===== src/rtl/bsg_vanilla_idiv_iter_pkg.sv =====
// Shared types for the vanilla core iterative integer divider.
package bsg_vanilla_pkg;

  typedef enum logic [1:0] {
    eDIV  = 2'd0,
    eDIVU = 2'd1,
    eREM  = 2'd2,
    eREMU = 2'd3
  } idiv_op_e;

  typedef enum logic [1:0] {
    eIDLE = 2'd0,
    eCALC = 2'd1,
    eSIGN = 2'd2,
    eDONE = 2'd3
  } idiv_state_e;

  // Signed ops work on magnitudes and fix the signs up afterwards.
  function automatic logic idiv_is_signed(idiv_op_e op);
    return (op == eDIV) || (op == eREM);
  endfunction

  // Quotient-producing ops; the others return the remainder.
  function automatic logic idiv_is_div(idiv_op_e op);
    return (op == eDIV) || (op == eDIVU);
  endfunction

endpackage


===== src/rtl/bsg_vanilla_idiv_iter_if.sv =====
// Request/response bundle between the EXE stage and the iterative divider.
interface bsg_vanilla_idiv_iter_if
  import bsg_vanilla_pkg::*;
#(
  parameter int width_p          = 32,
  parameter int reg_addr_width_p = 5
) ();

  logic                        v_i;
  logic                        ready_o;
  idiv_op_e                    op_i;
  logic [width_p-1:0]          rs1_i;
  logic [width_p-1:0]          rs2_i;
  logic [reg_addr_width_p-1:0] rd_i;
  logic                        flush_i;
  logic                        v_o;
  logic [width_p-1:0]          result_o;
  logic [reg_addr_width_p-1:0] rd_o;
  logic                        yumi_i;

  // Requester / result consumer side.
  modport master (
    output v_i, op_i, rs1_i, rs2_i, rd_i, flush_i, yumi_i,
    input  ready_o, v_o, result_o, rd_o
  );

  // Divider side.
  modport slave (
    input  v_i, op_i, rs1_i, rs2_i, rd_i, flush_i, yumi_i,
    output ready_o, v_o, result_o, rd_o
  );

endinterface


===== src/rtl/bsg_vanilla_idiv_iter_step.sv =====
// One combinational restoring-division step: shift one dividend bit into the
// partial remainder and subtract the divisor if it fits.
module bsg_vanilla_idiv_step #(
  parameter int width_p = 32
) (
  input  logic [width_p-1:0] rem_i,
  input  logic [width_p-1:0] div_i,
  input  logic               bit_i,
  output logic [width_p-1:0] rem_o,
  output logic               q_o
);

  // Shifted remainder needs one extra bit; the trial compare is width_p+1 wide.
  logic [width_p:0] shifted;

  assign shifted = {rem_i, bit_i};
  assign q_o     = (shifted >= {1'b0, div_i});
  // When the divisor fits, the difference is below the divisor, so the low
  // width_p bits of the modular subtraction are exact.
  assign rem_o   = q_o ? (shifted[width_p-1:0] - div_i) : shifted[width_p-1:0];

endmodule


===== src/rtl/bsg_vanilla_idiv_iter.sv =====
// Iterative integer divider (DIV/DIVU/REM/REMU) retiring bits_per_iter_p
// quotient bits per cycle. Divide-by-zero and signed overflow skip the loop.
// width_p must be a multiple of bits_per_iter_p (1 or 2).
module bsg_vanilla_idiv_iter
  import bsg_vanilla_pkg::*;
#(
  parameter int width_p          = 32,
  parameter int bits_per_iter_p  = 1,
  parameter int reg_addr_width_p = 5
) (
  input logic                    clk_i,
  input logic                    reset_n_i,
  bsg_vanilla_idiv_iter_if.slave io
);

  localparam int iters_lp = width_p / bits_per_iter_p;
  localparam int cnt_w_lp = $clog2(iters_lp + 1);

  idiv_state_e                 state_r;
  idiv_op_e                    op_r;
  logic [reg_addr_width_p-1:0] rd_r;
  logic                        neg_q_r;
  logic                        neg_r_r;
  logic [width_p-1:0]          dvd_r;    // dividend in, quotient out
  logic [width_p-1:0]          dvs_r;    // divisor magnitude
  logic [width_p-1:0]          rem_r;    // partial remainder
  logic [width_p-1:0]          result_r;
  logic [cnt_w_lp-1:0]         cnt_r;

  // Request decode, only meaningful while idle.
  logic               req_signed, req_div;
  logic               rs1_neg, rs2_neg;
  logic [width_p-1:0] rs1_abs, rs2_abs;
  logic               div_zero, sgn_ovf;
  logic [width_p-1:0] early_res;

  assign req_signed = idiv_is_signed(io.op_i);
  assign req_div    = idiv_is_div(io.op_i);
  assign rs1_neg    = req_signed & io.rs1_i[width_p-1];
  assign rs2_neg    = req_signed & io.rs2_i[width_p-1];
  assign rs1_abs    = rs1_neg ? (~io.rs1_i + 1'b1) : io.rs1_i;
  assign rs2_abs    = rs2_neg ? (~io.rs2_i + 1'b1) : io.rs2_i;
  assign div_zero   = (io.rs2_i == '0);
  assign sgn_ovf    = req_signed
                    & (io.rs1_i == {1'b1, {(width_p-1){1'b0}}})
                    & (io.rs2_i == '1);
  // x/0 -> all ones, x%0 -> x; MIN/-1 -> MIN, MIN%-1 -> 0.
  assign early_res  = div_zero ? (req_div ? '1 : io.rs1_i)
                               : (req_div ? io.rs1_i : '0);

  // Chain of restoring steps, most significant quotient bit first.
  logic [bits_per_iter_p:0][width_p-1:0] rem_chain;
  logic [bits_per_iter_p-1:0]            q_bits;
  logic [width_p-1:0]                    dvd_next;

  assign rem_chain[0] = rem_r;

  for (genvar k = 0; k < bits_per_iter_p; k++) begin : g_step
    bsg_vanilla_idiv_step #(.width_p(width_p)) u_step (
      .rem_i (rem_chain[k]),
      .div_i (dvs_r),
      .bit_i (dvd_r[width_p-1-k]),
      .rem_o (rem_chain[k+1]),
      .q_o   (q_bits[bits_per_iter_p-1-k])
    );
  end

  // Dividend bits leave from the top as quotient bits enter at the bottom.
  assign dvd_next = {dvd_r[width_p-bits_per_iter_p-1:0], q_bits};

  // Sign fix-up: quotient negative when signs differ, remainder follows dividend.
  logic [width_p-1:0] q_fix, r_fix, final_res;

  assign q_fix     = neg_q_r ? (~dvd_r + 1'b1) : dvd_r;
  assign r_fix     = neg_r_r ? (~rem_r + 1'b1) : rem_r;
  assign final_res = idiv_is_div(op_r) ? q_fix : r_fix;

  // Control FSM and datapath registers; flush beats every other event.
  always_ff @(posedge clk_i or negedge reset_n_i) begin
    if (!reset_n_i) begin
      state_r  <= eIDLE;
      op_r     <= eDIV;
      rd_r     <= '0;
      neg_q_r  <= 1'b0;
      neg_r_r  <= 1'b0;
      dvd_r    <= '0;
      dvs_r    <= '0;
      rem_r    <= '0;
      result_r <= '0;
      cnt_r    <= '0;
    end else if (io.flush_i) begin
      state_r <= eIDLE;
      cnt_r   <= '0;
    end else begin
      unique case (state_r)
        eIDLE: begin
          if (io.v_i) begin
            op_r    <= io.op_i;
            rd_r    <= io.rd_i;
            neg_q_r <= rs1_neg ^ rs2_neg;
            neg_r_r <= rs1_neg;
            dvd_r   <= rs1_abs;
            dvs_r   <= rs2_abs;
            rem_r   <= '0;
            cnt_r   <= '0;
            if (div_zero || sgn_ovf) begin
              result_r <= early_res;
              state_r  <= eDONE;
            end else begin
              state_r  <= eCALC;
            end
          end
        end
        eCALC: begin
          dvd_r <= dvd_next;
          rem_r <= rem_chain[bits_per_iter_p];
          if (cnt_r == cnt_w_lp'(iters_lp - 1)) begin
            cnt_r   <= '0;
            state_r <= eSIGN;
          end else begin
            cnt_r   <= cnt_r + 1'b1;
          end
        end
        eSIGN: begin
          result_r <= final_res;
          state_r  <= eDONE;
        end
        eDONE: begin
          if (io.yumi_i) state_r <= eIDLE;
        end
        default: state_r <= eIDLE;
      endcase
    end
  end

  // Consumer may only take a result that is being offered.
  always_ff @(posedge clk_i) begin
    if (reset_n_i) assert (!(io.yumi_i && (state_r != eDONE)));
  end

  assign io.ready_o  = (state_r == eIDLE);
  assign io.v_o      = (state_r == eDONE);
  assign io.result_o = result_r;
  assign io.rd_o     = rd_r;

endmodule


===== src/flat_wrapper.sv =====
// flat-port wrapper written by rule: the top's interface ports become plain ports
module bsg_vanilla_idiv_iter_flat import bsg_vanilla_pkg::*;
#(
  parameter int width_p          = 32,
  parameter int bits_per_iter_p  = 1,
  parameter int reg_addr_width_p = 5
)
  (clk_i, reset_n_i, io_v_i, io_op_i, io_rs1_i, io_rs2_i, io_rd_i, io_flush_i, io_yumi_i, io_ready_o, io_v_o, io_result_o, io_rd_o);
  bsg_vanilla_idiv_iter_if #(.width_p(width_p), .reg_addr_width_p(reg_addr_width_p)) io_i ();
  input logic clk_i;
  input logic reset_n_i;
  input wire logic [$bits(io_i.v_i)-1:0] io_v_i;
  input wire logic [$bits(io_i.op_i)-1:0] io_op_i;
  input wire logic [$bits(io_i.rs1_i)-1:0] io_rs1_i;
  input wire logic [$bits(io_i.rs2_i)-1:0] io_rs2_i;
  input wire logic [$bits(io_i.rd_i)-1:0] io_rd_i;
  input wire logic [$bits(io_i.flush_i)-1:0] io_flush_i;
  input wire logic [$bits(io_i.yumi_i)-1:0] io_yumi_i;
  output wire logic [$bits(io_i.ready_o)-1:0] io_ready_o;
  output wire logic [$bits(io_i.v_o)-1:0] io_v_o;
  output wire logic [$bits(io_i.result_o)-1:0] io_result_o;
  output wire logic [$bits(io_i.rd_o)-1:0] io_rd_o;
  assign io_i.v_i = io_v_i;
  assign io_i.op_i = io_op_i;
  assign io_i.rs1_i = io_rs1_i;
  assign io_i.rs2_i = io_rs2_i;
  assign io_i.rd_i = io_rd_i;
  assign io_i.flush_i = io_flush_i;
  assign io_i.yumi_i = io_yumi_i;
  assign io_ready_o = io_i.ready_o;
  assign io_v_o = io_i.v_o;
  assign io_result_o = io_i.result_o;
  assign io_rd_o = io_i.rd_o;
  bsg_vanilla_idiv_iter #(.width_p(width_p), .bits_per_iter_p(bits_per_iter_p), .reg_addr_width_p(reg_addr_width_p)) u_core (.clk_i(clk_i), .reset_n_i(reset_n_i), .io(io_i));
endmodule

===== config.mk =====
export PLATFORM = sky130hd
export DESIGN_NAME = bsg_vanilla_idiv_iter_flat
export DESIGN_NICKNAME = d
export VERILOG_FILES = /design/src/rtl/bsg_vanilla_idiv_iter_pkg.sv /design/src/rtl/bsg_vanilla_idiv_iter_if.sv /design/src/rtl/bsg_vanilla_idiv_iter_step.sv /design/src/rtl/bsg_vanilla_idiv_iter.sv /design/src/flat_wrapper.sv
export SDC_FILE = /design/constraint.sdc
export NUM_CORES = 1
export LEC_CHECK = 0
export CORE_MARGIN = 5
export CORE_UTILIZATION = 50
export CTS_CLUSTER_DIAMETER = 120
export DETAILED_ROUTE_END_ITERATION = 16
export PLACE_DENSITY_LB_ADDON = 0.12
export SKIP_CTS_REPAIR_TIMING = 1
export SLEW_MARGIN = 15
export SYNTH_ARGS = -nofsm -noshare
export SYNTH_HDL_FRONTEND = slang
export SYNTH_SLANG_ARGS = --single-unit

===== constraint.sdc =====
create_clock -name clk_i -period 3.79 [get_ports clk_i]
set_clock_uncertainty 0.1 [all_clocks]
set_input_delay 0.379 -clock clk_i [delete_from_list [all_inputs] [get_ports clk_i]]
set_output_delay 0.379 -clock clk_i [all_outputs]
set_load 0.01 [all_outputs]

==> impl_metrics.yaml <==
timing:
  rsz0062_at_grt: "false"
  tns_ps: 0
  final-setup-viol-count: 0
  period_needed_ps: 3470
  slew_violations: 0
  worst_slew_pin_slew_ps: 992
  fmax_ghz: 0.288
  timing.final.crit_share_pct: 91.5
  slew_headroom_pct: 33.9
  finalHoldViolations: 0
worst_setup_path:
  worst_r2r_path_depth: 14
  r2r-start: "u_core.dvd_r[31]$_DFFE_PN0P_"
  crit_chain: "inv_1 > ha_1 > inv_1 > fa_1 > a21o_1 > a221oi_1 > o21a_1 > o31ai_1 > o41ai_1 > buf_4 > o21ai_0 > xor2_1 > mux2i_1 > o21ai_0"
  critPathArrivalTime_ps: 3670
  startpoint_type: "register"
  worst_path_largest_cell_delay_ps: 420
  critPathKind: "register to register"
  endpoint_kind: "register"
  critPathSlowestCell: "a221oi_1"
  reg2reg_slack_ps: 320
  required_ps: 3990
  r2r-end: "u_core.rem_r[30]$_DFFE_PN0P_"
  cp_max_fo: 3
global_routing:
  grtUsageTotal_pct: 24.9
  grt_util_met1_pct: 35.3
  grt_busiest_layer: "met2"
  grt_pass1_vias: 10200
  antenna_found_initial: 0
  met2_usage_pct: 40.1
  grt_pass1_wl_um: 53000
  grt-ovfl-total: 0
  grt_start_max_net_pins: 80
  use_met3_pct: 3.70
synth:
  yosysTopAreaCell: "dfrtp_1"
  syn_avg_cell_area_um2: 7.81
  ys_async_sr_fraction_pct: 100
  synth.area.top_cells: "dfrtp_1 (32%), o21ai_0 (7.2%), nand2_1 (6.8%)"
  synth_cell_type_count: 61
  netlist_top_cells_count: "nand2_1 (205), o21ai_0 (164), dfrtp_1 (144)"
  yosysTopAreaCellShare_pct: 31.8
  synth_most_common_cell: "nand2_1"
  syn_inst: 1452
  ys_seq_elements: 144
  synth_enable_flop_cells: 0
  ys.flop_type: "dfrtp_1"
  syn-cell-area_mm2: 0.0113
  synth-seq-area-share_pct: 31.8
  yosysWarnings: 0
  synthesis.nets: 1571
floorplan:
  die_area_mm2: 0.0258
  rows: 55
  die_y_um: 161
  fp.coreArea_mm2: 0.0225
  start_util_pct: 50.4
  die_w_um: 161
  ios: 115
drt:
  wl_per_cell_um: 17.2
  routed_via_density: 5.76
  drt_iter0_drc: 801
  first_pass_iters: 6
  drtAntennaViolNets: 0
  routed_wirelength_um: 32100
  drc: 0
  vias: 10700
pwr:
  max-vdd-ir-drop_v: 0.000393
  power_leakage_nw: 5.72
  p_total_mw: 10.8
  p_per_area_mw_per_mm2: 793
clocking:
  cts_made_buffers: 17
  clk_path_buf_depth: 2
  clockRootBuffer: "clkbuf_16"
  cts_tree: "done"
  clock-sinks: 144
  clk_pin_slew_ps: 60
  htree_num_levels: 4
  clock_latency_ps: 430
cells_and_area:
  layout.nets: 1683
  final-seq-area_mm2: 0.00360
  syn2layout_area_growth_pct: 20.2
  layout-drive-gt1-share_pct: 7.23
  multi_input_area_mm2: 0.00717
  antenna_cells: 0
  fillers: 2057
min_path:
  holdPathEnd: "u_core.dvs_r[8]$_DFFE_PN0P_"
  min-delay-start: "u_core.dvs_r[8]$_DFFE_PN0P_"
  min_path_type: "register to register"
  hold_depth: 2
run:
  maxCapViolations: 0
run_status:
  status: "finished clean"
placement:
  gp_congestion: 0.901
  dp_hpwl_um: 24500
  numPortBuffers: 114
flip-flops by register name (all words and copies together), names as in the netlist:
signal / count
u_core.cnt_r: 6
u_core.dvd_r: 32
u_core.dvs_r: 32
u_core.io.rd_o: 5
u_core.io.result_o: 32
u_core.neg_q_r: 1
u_core.neg_r_r: 1
u_core.op_r: 1
u_core.rem_r: 32
u_core.state_r: 2
metrics by stage:
step           instance area (um2)  worst slack [ps]  cells  hold WS [ps]  util, %
6_report                     13600               323   1862           376     60.6
5_1_grt                      13600              53.2   1862           403     60.6
4_1_cts                      13600               297   1861         -68.6     60.5
3_5_place_dp                 13000               170   1829           370     57.8
3_3_place_gp                 13000               273   1829           361     57.8
2_1_floorplan                11300               663   1452         -16.6        -
worst max-delay path, delay by kind of cell (launching register included):
kind / cells / cell delay (ps)
buf+inv: 3 / 420
fa+ha+maj: 2 / 610
mux: 1 / 130
compound gates: 7 / 1520
flops: 1 / 400
xor+xnor: 1 / 160
final cells by class:
class | instances | share of cell area (%)
multi-input combinational | 1166 | 52.6
sequential | 144 | 26.4
timing repair buffer | 176 | 12.3
clock buffer | 21 | 3.31
tap | 285 | 2.62
inverter | 59 | 1.63
clock inverter | 11 | 1.15
kinds of logic after synthesis:
family	share of synthesized area, %
AO/OA/AOI/OAI	24.4
XOR/XNOR	11.0
buffers and inverters	5.13
adder cells (fa/ha/maj)	5.34
flip-flops	31.8
multiplexers	3.68
AND/OR/NAND/NOR	18.7
layer usage:
metal,vias to the layer above,wire (um)
met5,-,0
met4,0,695
met3,47,2000
met2,357,14800
met1,4957,14600
li1,5359,-
worst max path at each step:
stage	start	end	slack (ps)	cells after the start
detailed placement	io_rs1_i[10]	u_core.io.result_o[25]$_DFFE_PN0P_	170	11
finish	u_core.dvd_r[31]$_DFFE_PN0P_	u_core.rem_r[30]$_DFFE_PN0P_	320	14
global route	u_core.dvd_r[31]$_DFFE_PN0P_	u_core.rem_r[30]$_DFFE_PN0P_	50	14
CTS	u_core.dvd_r[31]$_DFFE_PN0P_	u_core.rem_r[30]$_DFFE_PN0P_	300	14
floorplan	u_core.dvd_r[31]$_DFFE_PN0P_	u_core.rem_r[30]$_DFFE_PN0P_	660	13
global placement	io_rs1_i[10]	u_core.io.result_o[23]$_DFFE_PN0P_	270	11
power breakdown:
group / internal (mW) / switching [mW]
Clock: 1.06 / 0.692
Sequential: 2.14 / 0.637
Combinational: 2.79 / 3.48
placed cells by master (no fill, tap or decap), types with 6 or more instances in the layout:
cell	instances
a211oi_1	31
a21o_1	21
a21oi_1	126
buf_4	56
clkbuf_16	17
clkdlybuf4s50_1	113
dfrtp_1	144
ha_1	40
inv_1	58
maj3_1	6
mux2i_1	36
nand2_1	205
nand2b_1	10
nand3_1	21
nand4_1	15
nor2_1	113
nor2b_1	6
nor3_1	20
nor4_1	12
o21a_1	10
o21ai_0	164
o21ai_1	30
o21bai_1	8
o31ai_1	32
o41ai_1	12
or2_2	9
or3_1	17
or4_1	16
xnor2_1	74
xor2_1	68
No activity file was read; power rests on OpenSTA's default activity.
